[src/rtl/pulse_transmitter_stream_pkg.sv]
// Shared types and width helpers for the streaming pulse transmitter.
package pulse_transmitter_stream_pkg;

    typedef enum logic [1:0] {
        IDLE     = 2'd0,
        EMIT     = 2'd1,
        UNDERRUN = 2'd2
    } state_t;

    // FIFO occupancy needs one bit more than the pointer so "full" is representable.
    function automatic int level_w(input int depth);
        return $clog2(depth) + 1;
    endfunction

    // Prescale counter must hold (1 << P) - 1 for the largest P.
    function automatic int presc_cnt_w(input int presc_w);
        return 2 ** presc_w;
    endfunction

endpackage

[src/rtl/pulse_transmitter_stream_if.sv]
// Symbol stream handshake: producer drives valid/data/last, transmitter drives ready.
interface pulse_transmitter_stream_if #(
    parameter int SYM_W = 2
) ();
    logic             sym_valid;
    logic             sym_ready;
    logic [SYM_W-1:0] sym_data;
    logic             sym_last;

    modport master (output sym_valid, output sym_data, output sym_last, input sym_ready);
    modport slave  (input sym_valid, input sym_data, input sym_last, output sym_ready);
endinterface

[src/rtl/pulse_transmitter_sym_fifo.sv]
// Synchronous symbol FIFO with push, pop, flush and occupancy; flush beats a same-cycle push.
module pulse_transmitter_sym_fifo #(
    parameter int W     = 3,
    parameter int DEPTH = 8,
    localparam int AW   = $clog2(DEPTH),
    localparam int LW   = AW + 1
) (
    input  logic          clk,
    input  logic          rst,
    input  logic          push,
    input  logic          pop,
    input  logic          flush,
    input  logic [W-1:0]  wr_data,
    output logic [W-1:0]  rd_data,
    output logic          full,
    output logic          empty,
    output logic [LW-1:0] level
);

    logic [W-1:0]  mem [DEPTH];
    logic [AW-1:0] wr_ptr, rd_ptr;
    logic [LW-1:0] count;
    logic          do_push, do_pop;

    assign full    = (count == LW'(DEPTH));
    assign empty   = (count == '0);
    assign level   = count;
    assign rd_data = mem[rd_ptr];
    assign do_push = push && !full && !flush;
    assign do_pop  = pop && !empty;

    // NOTE: clocked state uses non-blocking assignments so every register samples pre-edge values.
    always_ff @(posedge clk) begin
        if (rst || flush) begin
            wr_ptr <= '0;
            rd_ptr <= '0;
            count  <= '0;
        end else begin
            if (do_push) wr_ptr <= wr_ptr + 1'b1;
            if (do_pop)  rd_ptr <= rd_ptr + 1'b1;
            case ({do_push, do_pop})
                2'b10:   count <= count + 1'b1;
                2'b01:   count <= count - 1'b1;
                default: count <= count;
            endcase
        end
    end

    // NOTE: storage is not reset; pointers and count define validity, so contents never matter when empty.
    always_ff @(posedge clk) begin
        if (do_push) mem[wr_ptr] <= wr_data;
    end

endmodule

[src/rtl/pulse_transmitter_stream.sv]
// Streaming pulse transmitter: FIFO'd symbol codes index a level/duration table and
// are emitted back to back as (D+1)<<P clock pulses with optional carrier and inversion.
module pulse_transmitter_stream
    import pulse_transmitter_stream_pkg::*;
#(
    parameter int SYM_W      = 2,
    parameter int DUR_W      = 8,
    parameter int PRESC_W    = 3,
    parameter int FIFO_DEPTH = 8,
    parameter int CARRIER_W  = 16
) (
    input  logic                           clk,
    input  logic                           rst,
    input  logic                           en,
    input  logic                           flush,
    input  logic                           cfg_idle_level,
    input  logic                           cfg_invert,
    input  logic                           cfg_carrier_en,
    input  logic [CARRIER_W-1:0]           cfg_carrier_half,
    input  logic [PRESC_W-1:0]             cfg_prescaler,
    input  logic                           tbl_wr_en,
    input  logic [SYM_W-1:0]               tbl_wr_idx,
    input  logic [DUR_W:0]                 tbl_wr_data,
    pulse_transmitter_stream_if.slave      sym,
    output logic                           pulse_out,
    output logic                           busy,
    output logic [level_w(FIFO_DEPTH)-1:0] fifo_level,
    output logic                           done_irq,
    output logic                           underflow_irq
);

    localparam int TBL_N = 2 ** SYM_W;
    localparam int PS_W  = presc_cnt_w(PRESC_W);

    state_t                 state;
    logic [DUR_W:0]         tbl [TBL_N];
    logic [DUR_W-1:0]       dur_cnt;
    logic [PS_W-1:0]        presc_cnt, presc_max;
    logic                   cur_level, cur_last;
    logic [CARRIER_W-1:0]   car_cnt;
    logic                   car_phase;
    logic                   fifo_full, fifo_empty, fifo_push, load, final_tick, lvl;
    logic [SYM_W:0]         head;
    logic [DUR_W:0]         head_entry;

    assign sym.sym_ready = !fifo_full;
    assign fifo_push     = sym.sym_valid && !fifo_full;
    assign head_entry    = tbl[head[SYM_W-1:0]];
    assign presc_max     = ~({PS_W{1'b1}} << cfg_prescaler);
    assign final_tick    = (state == EMIT) && (dur_cnt == '0) && (presc_cnt == presc_max);
    assign load          = en && !fifo_empty && ((state != EMIT) || (final_tick && !cur_last));
    assign busy          = (state != IDLE);

    pulse_transmitter_sym_fifo #(.W(SYM_W + 1), .DEPTH(FIFO_DEPTH)) u_fifo (
        .clk     (clk),
        .rst     (rst),
        .push    (fifo_push),
        .pop     (load),
        .flush   (flush),
        .wr_data ({sym.sym_last, sym.sym_data}),
        .rd_data (head),
        .full    (fifo_full),
        .empty   (fifo_empty),
        .level   (fifo_level)
    );

    always_ff @(posedge clk) begin
        if (rst) begin
            for (int i = 0; i < TBL_N; i++) tbl[i] <= '0;
        end else if (tbl_wr_en) begin
            tbl[tbl_wr_idx] <= tbl_wr_data;
        end
    end

    always_ff @(posedge clk) begin
        if (rst) begin
            state         <= IDLE;
            dur_cnt       <= '0;
            presc_cnt     <= '0;
            cur_level     <= 1'b0;
            cur_last      <= 1'b0;
            done_irq      <= 1'b0;
            underflow_irq <= 1'b0;
        end else begin
            done_irq      <= 1'b0;
            underflow_irq <= 1'b0;
            if (!en) begin
                state     <= IDLE;
                dur_cnt   <= '0;
                presc_cnt <= '0;
            end else if (load) begin
                state     <= EMIT;
                cur_level <= head_entry[DUR_W];
                dur_cnt   <= head_entry[DUR_W-1:0];
                cur_last  <= head[SYM_W];
                presc_cnt <= '0;
            end else begin
                case (state)
                    IDLE, UNDERRUN: state <= state;
                    EMIT: begin
                        if (final_tick) begin
                            // A push arriving on this same cycle is not yet visible, so underrun wins.
                            state         <= cur_last ? IDLE : UNDERRUN;
                            done_irq      <= cur_last;
                            underflow_irq <= !cur_last;
                        end else if (presc_cnt == presc_max) begin
                            presc_cnt <= '0;
                            dur_cnt   <= dur_cnt - 1'b1;
                        end else begin
                            presc_cnt <= presc_cnt + 1'b1;
                        end
                    end
                    default: state <= IDLE;
                endcase
            end
        end
    end

    // Carrier holds phase-high outside EMIT, so entry always starts high; it free-runs across back-to-back symbols.
    always_ff @(posedge clk) begin
        if (rst || !en || state != EMIT) begin
            car_cnt   <= '0;
            car_phase <= 1'b1;
        end else if (car_cnt == cfg_carrier_half) begin
            car_cnt   <= '0;
            car_phase <= !car_phase;
        end else begin
            car_cnt <= car_cnt + 1'b1;
        end
    end

    // NOTE: default assignment first keeps this block purely combinational (no latch).
    always_comb begin
        lvl = cfg_idle_level;
        if (state == EMIT) lvl = cfg_carrier_en ? (cur_level & car_phase) : cur_level;
    end

    assign pulse_out = lvl ^ cfg_invert;

endmodule

[src/flat_wrapper.sv]
// flat-port wrapper written by rule: the top's interface ports become plain ports
module pulse_transmitter_stream_flat import pulse_transmitter_stream_pkg::*;
#(
    parameter int SYM_W      = 2,
    parameter int DUR_W      = 8,
    parameter int PRESC_W    = 3,
    parameter int FIFO_DEPTH = 8,
    parameter int CARRIER_W  = 16
)
  (clk, rst, en, flush, cfg_idle_level, cfg_invert, cfg_carrier_en, cfg_carrier_half, cfg_prescaler, tbl_wr_en, tbl_wr_idx, tbl_wr_data, pulse_out, busy, fifo_level, done_irq, underflow_irq, sym_sym_valid, sym_sym_data, sym_sym_last, sym_sym_ready);
  pulse_transmitter_stream_if #(.SYM_W(SYM_W)) sym_i ();
  input  logic clk;
  input  logic rst;
  input  logic en;
  input  logic flush;
  input  logic cfg_idle_level;
  input  logic cfg_invert;
  input  logic cfg_carrier_en;
  input  logic [CARRIER_W-1:0] cfg_carrier_half;
  input  logic [PRESC_W-1:0] cfg_prescaler;
  input  logic tbl_wr_en;
  input  logic [SYM_W-1:0] tbl_wr_idx;
  input  logic [DUR_W:0] tbl_wr_data;
  output logic pulse_out;
  output logic busy;
  output logic [level_w(FIFO_DEPTH)-1:0] fifo_level;
  output logic done_irq;
  output logic underflow_irq;
  input wire logic [$bits(sym_i.sym_valid)-1:0] sym_sym_valid;
  input wire logic [$bits(sym_i.sym_data)-1:0] sym_sym_data;
  input wire logic [$bits(sym_i.sym_last)-1:0] sym_sym_last;
  output wire logic [$bits(sym_i.sym_ready)-1:0] sym_sym_ready;
  assign sym_i.sym_valid = sym_sym_valid;
  assign sym_i.sym_data = sym_sym_data;
  assign sym_i.sym_last = sym_sym_last;
  assign sym_sym_ready = sym_i.sym_ready;
  pulse_transmitter_stream #(.SYM_W(SYM_W), .DUR_W(DUR_W), .PRESC_W(PRESC_W), .FIFO_DEPTH(FIFO_DEPTH), .CARRIER_W(CARRIER_W)) u_core (.clk(clk), .rst(rst), .en(en), .flush(flush), .cfg_idle_level(cfg_idle_level), .cfg_invert(cfg_invert), .cfg_carrier_en(cfg_carrier_en), .cfg_carrier_half(cfg_carrier_half), .cfg_prescaler(cfg_prescaler), .tbl_wr_en(tbl_wr_en), .tbl_wr_idx(tbl_wr_idx), .tbl_wr_data(tbl_wr_data), .sym(sym_i), .pulse_out(pulse_out), .busy(busy), .fifo_level(fifo_level), .done_irq(done_irq), .underflow_irq(underflow_irq));
endmodule
[config.mk]
export PLATFORM = sky130hd
export DESIGN_NAME = pulse_transmitter_stream_flat
export DESIGN_NICKNAME = d
export VERILOG_FILES = /design/src/rtl/pulse_transmitter_stream_pkg.sv /design/src/rtl/pulse_transmitter_stream_if.sv /design/src/rtl/pulse_transmitter_sym_fifo.sv /design/src/rtl/pulse_transmitter_stream.sv /design/src/flat_wrapper.sv
export SDC_FILE = /design/constraint.sdc
export NUM_CORES = 1
export LEC_CHECK = 0
export ABC_AREA = 0
export ABC_CLOCK_PERIOD_IN_PS = 3190
export CORE_ASPECT_RATIO = 0.9
export CORE_MARGIN = 2
export CORE_UTILIZATION = 54
export CTS_BUF_LIST = sky130_fd_sc_hd__clkbuf_2
export DETAILED_ROUTE_END_ITERATION = 6
export PLACE_DENSITY = 0.79
export SLEW_MARGIN = 20
export SYNTH_ARGS = -nofsm -noshare
export SYNTH_HDL_FRONTEND = slang
export SYNTH_SLANG_ARGS = --single-unit
[constraint.sdc]
create_clock -name clk -period 3.19 [get_ports clk]
set_input_delay 0.4785 -clock clk [delete_from_list [all_inputs] [get_ports clk]]
set_output_delay 0.4785 -clock clk [all_outputs]
set_load 0.02 [all_outputs]
==> flow_results.xml, run 1 <==
<?xml version="1.0" encoding="UTF-8"?>
<metrics>
  <group name="outcome">
    <metric name="outcome" unit="">completed</metric>
  </group>
  <group name="yosys">
    <metric name="synth-seq-area-share" unit="%">51.91</metric>
    <metric name="synth.top_cell.area_share" unit="%">32.90</metric>
    <metric name="netlist-cell-type-count" unit="">65</metric>
    <metric name="syn-instance-count" unit="">487</metric>
    <metric name="synth-main-ff-cell" unit="">edfxtp_1</metric>
    <metric name="synth_largest_area_cell" unit="">edfxtp_1</metric>
    <metric name="number_of_flops_mapped_to_enable_cells_by_yosys" unit="">60</metric>
    <metric name="post_synth_instance_area" unit="mm²">0.005477</metric>
    <metric name="async_flop_share" unit="%">0</metric>
    <metric name="syn_avg_cell_area" unit="µm²">11.25</metric>
    <metric name="postSynthNetCount" unit="">538</metric>
    <metric name="ys_seq_elements" unit="">112</metric>
    <metric name="synth.area.top_cells" unit="">edfxtp_1 33%, dfxtp_1 19%, and2_1 4.5%</metric>
    <metric name="count_of_warnings_emitted_by_yosys" unit="">0</metric>
  </group>
  <group name="pwr">
    <metric name="vdd.ir_drop.worst" unit="V">0.0002860</metric>
    <metric name="power_density" unit="mW/mm²">388.6</metric>
    <metric name="leakagePower" unit="nW">2.141</metric>
    <metric name="design_power_total" unit="W">0.002448</metric>
  </group>
  <group name="placed_design">
    <metric name="placed_cells" unit="">666</metric>
    <metric name="place.detailed.hpwl" unit="mm">7.967</metric>
    <metric name="port_buffers" unit="">50</metric>
    <metric name="placer_congestion" unit="">0.8724</metric>
  </group>
  <group name="layout">
    <metric name="n_antenna_cell" unit="">0</metric>
    <metric name="layout_commonest_cell" unit="">edfxtp_1</metric>
    <metric name="layout.cells.most_common_list" unit="">60 x edfxtp_1, 52 x dfxtp_1, 50 x clkdlybuf4s50_1, 39 x nor2_1, 39 x and2_1</metric>
    <metric name="layout.nets" unit="">602</metric>
    <metric name="syn_to_final_growth" unit="%">15.03</metric>
    <metric name="final-instance-count-excl-fill" unit="">682</metric>
    <metric name="post_route_cells_drive_above_1_share" unit="%">12.05</metric>
    <metric name="n_fill_cell" unit="">812</metric>
  </group>
  <group name="route">
    <metric name="avgRoutedWirePerCell" unit="µm">15.95</metric>
    <metric name="dr.pass1.iters" unit="">4</metric>
    <metric name="final_antenna_net_count" unit="">0</metric>
    <metric name="num_vias" unit="">3913</metric>
    <metric name="drc_errors" unit="">0</metric>
    <metric name="detail_route.vias_per_cell" unit="">5.738</metric>
    <metric name="totalWireLength" unit="mm">10.88</metric>
    <metric name="dr.first_iter.drc_count" unit="">243</metric>
  </group>
  <group name="critical_path">
    <metric name="delay_of_the_slowest_critical_path_stage" unit="ps">580</metric>
    <metric name="timing.critical_path.required" unit="ps">3730</metric>
    <metric name="worstPathMaxFanout" unit="">9</metric>
    <metric name="critical_path.n_buffers_inverters" unit="">1</metric>
    <metric name="critical-path-top-delay-family" unit="">simple AND/OR/NAND/NOR gates</metric>
    <metric name="critical_path_cell_list" unit="">or4b_4 -&gt; a32oi_2 -&gt; and4_1 -&gt; o21ai_2 -&gt; inv_1 -&gt; ha_1 -&gt; xor2_1 -&gt; ha_1 -&gt; a21oi_1 -&gt; xor2_1 -&gt; or3_1 -&gt; a21oi_1</metric>
    <metric name="worstPathArrival" unit="ps">3430</metric>
    <metric name="critPathKind" unit="">reg -&gt; reg</metric>
    <metric name="worst_path_max_delay_cell" unit="">or4b_4</metric>
    <metric name="cp-start-kind" unit="">register</metric>
    <metric name="worstSetupEndpointType" unit="">register</metric>
  </group>
  <group name="timing">
    <metric name="relSlewSlack" unit="%">49.23</metric>
    <metric name="final-max-slew-violation-count" unit="">0</metric>
    <metric name="skew" unit="ps">31.49</metric>
    <metric name="report.final.setup_viol" unit="">0</metric>
    <metric name="max_freq" unit="MHz">345.3</metric>
    <metric name="timing.final.hold_violations" unit="">0</metric>
    <metric name="tightestPinTransition" unit="ps">745.6</metric>
    <metric name="unrepaired_setup_endpoints_after_global_routing" unit="">false</metric>
    <metric name="timing.setup.tns" unit="ps">0</metric>
    <metric name="finalWorstPathRequiredPeriod" unit="ps">2896</metric>
    <metric name="final_min_period_over_clock_period" unit="%">90.79</metric>
  </group>
  <group name="flow_run">
    <metric name="maxCapViolCount" unit="">0</metric>
  </group>
  <group name="clock_tree">
    <metric name="cts_setup_buffers" unit="">0</metric>
    <metric name="tritoncts" unit="">done</metric>
    <metric name="cts.hold.buffers_added" unit="">0</metric>
    <metric name="ctsLongestPathBuffers" unit="">2</metric>
    <metric name="cts-resized-gates" unit="">0</metric>
    <metric name="clock_sinks" unit="">112</metric>
    <metric name="clk_latency" unit="ps">580</metric>
    <metric name="cts-htree-levels" unit="">3</metric>
    <metric name="clk_pin_slew_worst_paths" unit="ps">270</metric>
    <metric name="cts.root.buffer_cell" unit="">clkbuf_2</metric>
    <metric name="numCtsBuffers" unit="">9</metric>
  </group>
  <group name="floorplanning">
    <metric name="core_region_area" unit="mm²">0.009784</metric>
    <metric name="floorplan.rows" unit="">34</metric>
    <metric name="start_util" unit="%">55.97</metric>
    <metric name="die_width" unit="µm">110.2</metric>
    <metric name="die_height" unit="µm">99.54</metric>
    <metric name="floorplan.die_area" unit="mm²">0.01096</metric>
    <metric name="design.portCount" unit="">51</metric>
  </group>
  <group name="global_route">
    <metric name="grt_total_ovfl" unit="">0</metric>
    <metric name="globalRouteMet3Util" unit="%">5.177</metric>
    <metric name="grt_first_pass_wirelength" unit="mm">18.00</metric>
    <metric name="grt_start_max_net_pins" unit="">19</metric>
    <metric name="grt_pass1_vias" unit="">3833</metric>
    <metric name="grt_use_met1" unit="%">27.12</metric>
    <metric name="antenna_found_initial" unit="">0</metric>
    <metric name="grt_usage" unit="%">21.23</metric>
    <metric name="global_route.usage.met2" unit="%">36.39</metric>
    <metric name="grt-busiest-layer" unit="">met2</metric>
  </group>
  <group name="min_path">
    <metric name="hold_path.class" unit="">in -&gt; reg</metric>
  </group>
</metrics>
worst paths after layout:
check | startpoint | to | slack [ps] | depth (start not counted)
worst max register to register | u_core.presc_cnt[2] | u_core.u_fifo.level[2] | 290 | 12
worst min-delay path | sym_sym_valid | u_core.u_fifo.wr_ptr[1] | 470 | 3
worst max-delay path | u_core.presc_cnt[2] | u_core.u_fifo.level[2] | 290 | 12
worst min register to register | u_core.cur_level | u_core.cur_level | 500 | 2
metal layers:
metal	up-vias	routed length, µm	share of wire [%]
met5	-	0	0
met4	0	108	0.99
met3	11	476	4.4
met2	79	5427	50
met1	1912	4868	45
li1	1911	-	-
Yosys cell counts (all sizes together) (12+ instances only):
master	number
nand4	15
xnor2	22
nand3	23
and2	39
nor2	39
a21oi	18
dfxtp	52
edfxtp	60
inv	12
nand2	22
o21ai	18
xor2	23
mux2i	17
cell type report:
| type | instances | area (µm²) | area share [%] |
|---|---|---|---|
| Multi-Input combinational cell | 344 | 2484 | 39.42 |
| Sequential cell | 112 | 2843 | 45.12 |
| Clock inverter | 7 | 60.06 | 0.9533 |
| Timing Repair Buffer | 72 | 665.6 | 10.57 |
| Tap cell | 126 | 157.7 | 2.502 |
| Inverter | 12 | 45.04 | 0.7150 |
| Clock buffer | 9 | 45.04 | 0.7150 |
flip-flops by register name, summed over array words and instances (netlist names), named ones only:
name and flops:
u_core.dur_cnt 8, u_core.u_fifo.wr_ptr 3, u_core.car_cnt 16, u_core.done_irq 1, u_core.cur_last 1, u_core.state 2, u_core.car_phase 1, u_core.u_fifo.level 4
u_core.tbl 36, u_core.u_fifo.mem 24, u_core.presc_cnt 8, u_core.u_fifo.rd_ptr 3, u_core.underflow_irq 1, u_core.cur_level 1
cell families (layout without fill, tap and decap cells):
kind of cell | Yosys count | count (layout) | share of synthesized area, %
and+or+nand+nor | 189 | 189 | 19.33
xor gates and xnor gates | 45 | 45 | 7.197
DFF | 112 | 112 | 51.91
buffers and inverters | 31 | 100 | 2.741
adders and majority gates | 9 | 9 | 2.056
muxes | 32 | 32 | 7.882
AOI/OAI and AO/OA | 69 | 69 | 8.888
worst reg2reg max path: stages (launching register included):
cell and delay (ps):
dfxtp_1 450, or4b_4 580, a32oi_2 240, and4_1 280, o21ai_2 70, inv_1 100
ha_1 190, xor2_1 160, ha_1 160, a21oi_1 50, xor2_1 150, or3_1 300
a21oi_1 140
power by group:
part           leakage [nW]  internal (W)  switching, W
logic                  1.09      0.000130      0.000124
clock network        0.0647      0.000173      0.000441
registers             0.986       0.00156     0.0000169
total                  2.14       0.00187      0.000582
stage by stage:
stage	hold slack [ps]	setup slack, ps	cell area [µm²]	util, %
2_1_floorplan	444.5	113.7	5477	-
3_3_place_gp	467.8	-132.9	6195	63.31
3_5_place_dp	480.4	-241.1	6195	63.31
4_1_cts	423.5	273.2	6300	64.39
5_1_grt	421.5	104.5	6300	64.39
6_report	468.6	293.8	6300	64.39
(Power assumes the default switching activity.)
==> inputs of run 2 (changes only) <==
- ABC_CLOCK_PERIOD_IN_PS: 3190 -> 2750
- CORE_UTILIZATION: 54 -> 60
- PLACE_DENSITY: 0.79 -> 0.88
- clock period: 3.19 -> 2.75 ns (I/O delays scaled with it)
==> flow_results.xml, run 2 (synthesis gave the netlist of run 1 again) <==
<?xml version="1.0" encoding="UTF-8"?>
<metrics>
  <group name="pwr">
    <metric name="combinationalPowerShare" unit="%">10.8</metric>
    <metric name="leakagePower" unit="nW">2.234</metric>
    <metric name="vdd.ir_drop.worst" unit="V">0.0003274</metric>
    <metric name="share_of_total_power_consumed_by_net_switching" unit="%">24.03</metric>
    <metric name="intPower" unit="W">0.002236</metric>
    <metric name="switching_power" unit="W">0.0007072</metric>
    <metric name="power.share.clock" unit="%">27.0</metric>
    <metric name="sequential_power_share" unit="%">62.3</metric>
    <metric name="power_density" unit="mW/mm²">453.7</metric>
  </group>
  <group name="global_route">
    <metric name="grt_first_pass_wirelength" unit="mm">18.66</metric>
    <metric name="grt_pass1_vias" unit="">3859</metric>
    <metric name="grt_start_max_net_pins" unit="">19</metric>
    <metric name="antenna_found_initial" unit="">1</metric>
    <metric name="grt_total_ovfl" unit="">0</metric>
    <metric name="grt_usage" unit="%">23.98</metric>
  </group>
  <group name="floorplanning">
    <metric name="die_width" unit="µm">104.7</metric>
    <metric name="start_util" unit="%">60.84</metric>
    <metric name="core_region_area" unit="mm²">0.009001</metric>
    <metric name="floorplan.rows" unit="">33</metric>
    <metric name="design.portCount" unit="">51</metric>
    <metric name="floorplan.die_area" unit="mm²">0.009909</metric>
    <metric name="die_height" unit="µm">94.64</metric>
  </group>
  <group name="layout">
    <metric name="post_route_cells_drive_above_1_share" unit="%">17.14</metric>
    <metric name="syn_to_final_growth" unit="%">18.46</metric>
    <metric name="n_fill_cell" unit="">660</metric>
    <metric name="layout.nets" unit="">612</metric>
    <metric name="post-route-util" unit="%">72.07</metric>
    <metric name="layout_top_registers" unit="">u_core.tbl (36), u_core.u_fifo.mem (24), u_core.car_cnt (16)</metric>
    <metric name="layout.cells.most_common_list" unit="">60 x edfxtp_1, 48 x clkdlybuf4s50_1, 46 x dfxtp_1, 39 x and2_1, 38 x nor2_1</metric>
    <metric name="largest_reg_flops" unit="">36</metric>
    <metric name="multi_input_comb_area" unit="mm²">0.002549</metric>
    <metric name="top_register" unit="">u_core.tbl</metric>
    <metric name="layout_commonest_cell" unit="">edfxtp_1</metric>
    <metric name="layout.area.seq" unit="mm²">0.002850</metric>
  </group>
  <group name="critical_path">
    <metric name="worstSetupEndpointType" unit="">register</metric>
    <metric name="critPathKind" unit="">in -&gt; reg</metric>
    <metric name="worstPathMaxFanout" unit="">9</metric>
    <metric name="timing.critical_path.required" unit="ps">3270</metric>
    <metric name="worstPathArrival" unit="ps">3270</metric>
    <metric name="cp-start-kind" unit="">input pin</metric>
  </group>
  <group name="placed_design">
    <metric name="place.detailed.hpwl" unit="mm">8.116</metric>
    <metric name="dp_slack" unit="ps">-625.8</metric>
    <metric name="port_buffers" unit="">50</metric>
    <metric name="placer_congestion" unit="">0.8741</metric>
  </group>
  <group name="route">
    <metric name="totalWireLength" unit="mm">11.46</metric>
    <metric name="final_antenna_net_count" unit="">0</metric>
    <metric name="detail_route.vias_per_cell" unit="">5.885</metric>
    <metric name="dr.first_iter.drc_count" unit="">246</metric>
    <metric name="num_vias" unit="">4055</metric>
    <metric name="dr.pass1.iters" unit="">5</metric>
    <metric name="drc_errors" unit="">0</metric>
    <metric name="avgRoutedWirePerCell" unit="µm">16.63</metric>
  </group>
  <group name="timing">
    <metric name="final_critical_path_setup_slack" unit="ps">0.7105</metric>
    <metric name="tightestPinTransition" unit="ps">553.6</metric>
    <metric name="finalWorstPathRequiredPeriod" unit="ps">2749</metric>
    <metric name="final-max-slew-violation-count" unit="">0</metric>
    <metric name="skew" unit="ps">45.43</metric>
    <metric name="report.final.setup_viol" unit="">0</metric>
    <metric name="final_min_period_over_clock_period" unit="%">99.97</metric>
    <metric name="max_freq" unit="MHz">363.7</metric>
    <metric name="timing.final.hold_violations" unit="">0</metric>
    <metric name="relSlewSlack" unit="%">62.61</metric>
    <metric name="unrepaired_setup_endpoints_after_global_routing" unit="">true</metric>
  </group>
  <group name="clock_tree">
    <metric name="cts.root.buffer_cell" unit="">clkbuf_2</metric>
    <metric name="tritoncts" unit="">done</metric>
    <metric name="ctsLongestPathBuffers" unit="">2</metric>
    <metric name="numCtsBuffers" unit="">9</metric>
    <metric name="cts_setup_buffers" unit="">0</metric>
    <metric name="clk_latency" unit="ps">580</metric>
    <metric name="clock_sinks" unit="">112</metric>
    <metric name="cts-htree-levels" unit="">3</metric>
    <metric name="clk_pin_slew_worst_paths" unit="ps">300</metric>
    <metric name="cts.hold.buffers_added" unit="">0</metric>
  </group>
  <group name="outcome">
    <metric name="outcome" unit="">completed</metric>
  </group>
  <group name="min_path">
    <metric name="hold_path.class" unit="">in -&gt; reg</metric>
  </group>
  <group name="flow_run">
    <metric name="maxCapViolCount" unit="">0</metric>
  </group>
</metrics>
[run 2: cell count changes in the layout (fill, tap and decap cells not counted), sizes merged]
cell / before / now
buf: 22 / 32
clkinv: 4 / 1
clkdlybuf4s50: 50 / 48
dlymetal6s2s: 0 / 2
inv: 13 / 15
bufinv: 1 / 2
diode: 0 / 1
[run 2: worst paths after layout]
check	from	end	slack, ps	depth (start not counted)
setup / recovery	cfg_prescaler[1]	u_core.u_fifo.level[3]	0.7	16
setup reg to reg	u_core.dur_cnt[0]	u_core.u_fifo.level[3]	20	14
hold / removal	sym_sym_valid	u_core.u_fifo.wr_ptr[1]	380	3
hold reg to reg	u_core.u_fifo.rd_ptr[1]	register	490	2
[run 2: per-stage QoR]
step           TNS [ps]  instance area, µm²  cells  hold slack [ps]  total power (W)
6_report              0                6487    689            381.9         0.002943
5_1_grt          -184.1                6487    689            385.6         0.003043
4_1_cts               0                6431    688            352.1         0.002951
3_5_place_dp      -2376                6300    672            484.1         0.002175
3_3_place_gp      -1231                6300    672            470.2         0.002160
2_1_floorplan    -122.4                5499    487            444.5         0.002029
[run 2: power groups by stage]
stage	combinational [W]	clock [W]	sequential, W
CTS	0.000312	0.000807	0.00183
detailed placement	0.000309	0	0.00187
global route	0.000343	0.000862	0.00184
global placement	0.000298	0	0.00186
finish	0.000317	0.000794	0.00183
floorplan	0.000168	0	0.00186
[run 2: area by class of cell]
cell class	instances	share of cell area [%]
multi-input combinational	344	39.29
antenna	1	0.03857
sequential	112	43.93
clock buffer	9	0.6943
timing repair buffer	82	11.69
inverter	12	0.6943
clock inverter	7	1.311
tap	122	2.353
[run 2: metal layers]
metal  track usage [%]  part of all wire (%)  wire [µm]  vias to the layer above
li1                  -                     -          -                     1922
met1             29.91                    43       4890                     1995
met2             43.36                    51       5842                      125
met3             4.624                   5.2        596                       13
met4             6.222                   1.1        127                        0
met5                 0                     0          0                        -
[run 2: repair_timing]
item / in CTS / in global routing
resized for setup: 1 / 17
pin swaps: 0 / 8
setup endpoints to repair: 1 / 3
[run 2: worst max-delay path, stage by stage]
cell	delay, ps
clkdlybuf4s50_1	420
buf_4	180
nor3_1	260
nand4bb_1	210
a32oi_2	90
and4_4	230
o21ai_4	140
inv_2	70
buf_4	130
ha_2	190
nor4bb_1	310
a21oi_1	70
o21a_1	190
nor2_2	120
xnor2_1	170
nor2_1	70
==> inputs of run 3 (changes only) <==
- CORE_UTILIZATION: 60 -> 23
- PLACE_DENSITY: 0.88 -> default
- PLACE_DENSITY_LB_ADDON: default -> 0.3
==> flow_results.xml, run 3 (synthesis gave the netlist of run 1 again) <==
<?xml version="1.0" encoding="UTF-8"?>
<metrics>
  <group name="route">
    <metric name="final_antenna_net_count" unit="">0</metric>
    <metric name="dr.first_iter.drc_count" unit="">132</metric>
    <metric name="drc_errors" unit="">0</metric>
    <metric name="detail_route.vias_per_cell" unit="">4.437</metric>
    <metric name="num_vias" unit="">3856</metric>
    <metric name="totalWireLength" unit="mm">12.49</metric>
    <metric name="dr.pass1.iters" unit="">5</metric>
    <metric name="avgRoutedWirePerCell" unit="µm">14.37</metric>
  </group>
  <group name="critical_path">
    <metric name="r2r.worst_path.cells" unit="">12</metric>
    <metric name="critical_path_cell_list" unit="">or4b_4 -&gt; a32oi_2 -&gt; and4_4 -&gt; o21ai_4 -&gt; inv_2 -&gt; ha_4 -&gt; xor2_1 -&gt; ha_2 -&gt; a21oi_2 -&gt; xor2_1 -&gt; or3_1 -&gt; a21oi_1</metric>
    <metric name="r2r_slack" unit="ps">6</metric>
    <metric name="rr_startpoint" unit="">u_core.presc_cnt[2]</metric>
    <metric name="worstPathArrival" unit="ps">3350</metric>
    <metric name="critical-path-top-delay-family" unit="">simple AND/OR/NAND/NOR gates</metric>
    <metric name="critical_path.n_buffers_inverters" unit="">1</metric>
    <metric name="worstSetupEndpointType" unit="">register</metric>
    <metric name="worst_path_max_delay_cell" unit="">or4b_4</metric>
    <metric name="worstPathMaxFanout" unit="">4</metric>
    <metric name="critPathKind" unit="">reg -&gt; reg</metric>
    <metric name="delay_of_the_slowest_critical_path_stage" unit="ps">520</metric>
    <metric name="timing.critical_path.required" unit="ps">3360</metric>
    <metric name="cp-start-kind" unit="">register</metric>
    <metric name="cp_common_cell" unit="">xor2_1</metric>
    <metric name="regToRegEndpoint" unit="">u_core.u_fifo.level[2]</metric>
  </group>
  <group name="clock_tree">
    <metric name="numCtsBuffers" unit="">9</metric>
    <metric name="ctsLongestPathBuffers" unit="">2</metric>
    <metric name="cts.root.buffer_cell" unit="">clkbuf_2</metric>
    <metric name="cts-htree-levels" unit="">3</metric>
    <metric name="tritoncts" unit="">done</metric>
    <metric name="clock_sinks" unit="">112</metric>
    <metric name="clk_latency" unit="ps">640</metric>
    <metric name="clk_pin_slew_worst_paths" unit="ps">350</metric>
  </group>
  <group name="timing">
    <metric name="relSlewSlack" unit="%">59.07</metric>
    <metric name="tightestPinTransition" unit="ps">609.3</metric>
    <metric name="timing.final.hold_violations" unit="">0</metric>
    <metric name="skew" unit="ps">47.72</metric>
    <metric name="final-max-slew-violation-count" unit="">0</metric>
    <metric name="finalWorstPathRequiredPeriod" unit="ps">2744</metric>
    <metric name="max_freq" unit="MHz">364.4</metric>
    <metric name="report.final.setup_viol" unit="">0</metric>
    <metric name="whs" unit="ps">329.1</metric>
    <metric name="final_min_period_over_clock_period" unit="%">99.79</metric>
    <metric name="unrepaired_setup_endpoints_after_global_routing" unit="">true</metric>
  </group>
  <group name="pwr">
    <metric name="vdd.ir_drop.worst" unit="V">0.0001876</metric>
    <metric name="leakagePower" unit="nW">2.206</metric>
    <metric name="power_density" unit="mW/mm²">437.9</metric>
    <metric name="design_power_total" unit="W">0.002924</metric>
  </group>
  <group name="min_path">
    <metric name="hold_path.class" unit="">in -&gt; reg</metric>
    <metric name="worstHoldEndpoint" unit="">u_core.u_fifo.wr_ptr[1]</metric>
    <metric name="whs_path_depth" unit="">3</metric>
    <metric name="hp-start" unit="">sym_sym_valid</metric>
  </group>
  <group name="layout">
    <metric name="post_route_cells_drive_above_1_share" unit="%">16.58</metric>
    <metric name="syn_to_final_growth" unit="%">21.93</metric>
    <metric name="layout.nets" unit="">613</metric>
    <metric name="largest_reg_flops" unit="">36</metric>
    <metric name="layout_commonest_cell" unit="">edfxtp_1</metric>
    <metric name="layout.cells.most_common_list" unit="">60 x edfxtp_1, 48 x clkdlybuf4s50_1, 45 x dfxtp_1, 39 x nor2_1, 39 x and2_1</metric>
    <metric name="post-route-util" unit="%">28.61</metric>
    <metric name="n_fill_cell" unit="">2464</metric>
    <metric name="n_antenna_cell" unit="">0</metric>
    <metric name="top_register" unit="">u_core.tbl</metric>
    <metric name="layout_top_registers" unit="">u_core.tbl (36), u_core.u_fifo.mem (24), u_core.car_cnt (16)</metric>
    <metric name="final-instance-count-excl-fill" unit="">869</metric>
  </group>
  <group name="global_route">
    <metric name="grt_first_pass_wirelength" unit="mm">20.61</metric>
    <metric name="grt_total_ovfl" unit="">0</metric>
    <metric name="antenna_found_initial" unit="">0</metric>
    <metric name="grt_pass1_vias" unit="">3987</metric>
    <metric name="grt_start_max_net_pins" unit="">23</metric>
    <metric name="grt_usage" unit="%">10.36</metric>
  </group>
  <group name="floorplanning">
    <metric name="design.portCount" unit="">51</metric>
    <metric name="die_width" unit="µm">166.7</metric>
    <metric name="start_util" unit="%">23.46</metric>
    <metric name="floorplan.rows" unit="">53</metric>
    <metric name="die_height" unit="µm">150.4</metric>
    <metric name="core_region_area" unit="mm²">0.02334</metric>
    <metric name="floorplan.die_area" unit="mm²">0.02506</metric>
  </group>
  <group name="placed_design">
    <metric name="placed_cells" unit="">852</metric>
    <metric name="port_buffers" unit="">50</metric>
    <metric name="place.detailed.hpwl" unit="mm">9.426</metric>
    <metric name="placer_congestion" unit="">0.7627</metric>
  </group>
  <group name="flow_run">
    <metric name="maxCapViolCount" unit="">0</metric>
  </group>
  <group name="outcome">
    <metric name="outcome" unit="">completed</metric>
  </group>
</metrics>
==> run 3: cell types whose count changed in the layout (fill, tap and decap cells not counted), moves of 2 or more <==
cell | previous run | this run
dfxtp_4 | 0 | 2
dlymetal6s2s_1 | 2 | 0
inv_6 | 0 | 2
clkinv_8 | 0 | 2
dlygate4sd2_1 | 0 | 2
==> run 3: area by class of cell <==
type / instances / area [µm²] / area share [%]
multi-input combinational: 344 / 2515 / 37.66
clock inverter: 7 / 80.08 / 1.199
inverter: 12 / 45.04 / 0.6745
clock buffer: 9 / 45.04 / 0.6745
tap: 302 / 377.9 / 5.659
sequential: 112 / 2856 / 42.78
timing repair buffer: 83 / 758.2 / 11.35
==> run 3: per-layer routing <==
| layer | wire length, µm | up-vias | GRT usage [%] |
|---|---|---|---|
| met4 | 123 | 0 | 2.586 |
| met5 | 0 | - | 0 |
| met2 | 5553 | 70 | 16.55 |
| met1 | 6323 | 1847 | 14.20 |
| met3 | 489 | 8 | 2.445 |
| li1 | - | 1931 | - |
==> run 3: power by group <==
part	internal [W]	switching, W
Sequential	0.00181	0.0000171
Clock	0.000158	0.000619
Combinational	0.000158	0.000158
==> run 3: worst min-delay path, delay by kind of cell <==
family | cells | cell delay [ps]
AOI/OAI and AO/OA | 1 | 50
buffers and inverters | 1 | 430
and+or+nand+nor | 1 | 90
==> run 3: repair_timing <==
item | 4_1_cts | 5_1_grt
pin swaps | 0 | 5
gates resized for setup | 5 | 10
hold buffers | 0 | 0
setup endpoints to repair | 3 | 2
buffers inserted | 0 | 1
==> run 3: how the worst max path moves through the flow <==
stage                        start                endpoint  slack, ps  cells past startpoint
2_1_floorplan     cfg_prescaler[1]  u_core.u_fifo.level[2]       -120                     13
3_3_place_gp      cfg_prescaler[1]  u_core.u_fifo.level[2]       -530                     13
3_5_place_dp      cfg_prescaler[1]  u_core.u_fifo.level[2]       -650                     13
4_1_cts        u_core.presc_cnt[2]  u_core.u_fifo.level[2]        0.6                     12
5_1_grt        u_core.presc_cnt[2]  u_core.u_fifo.level[2]       -100                     12
6_report       u_core.presc_cnt[2]  u_core.u_fifo.level[2]          6                     12
==> run 3: stage by stage <==
step,TNS [ps],cell area [µm²],setup WS [ps]
global placement,-1594,6525,-528.2
floorplan,-122.4,5499,-122.4
global route,-125.0,6678,-101.2
finish,0,6678,5.802
CTS,0,6651,0.5822
detailed placement,-2544,6525,-652.9
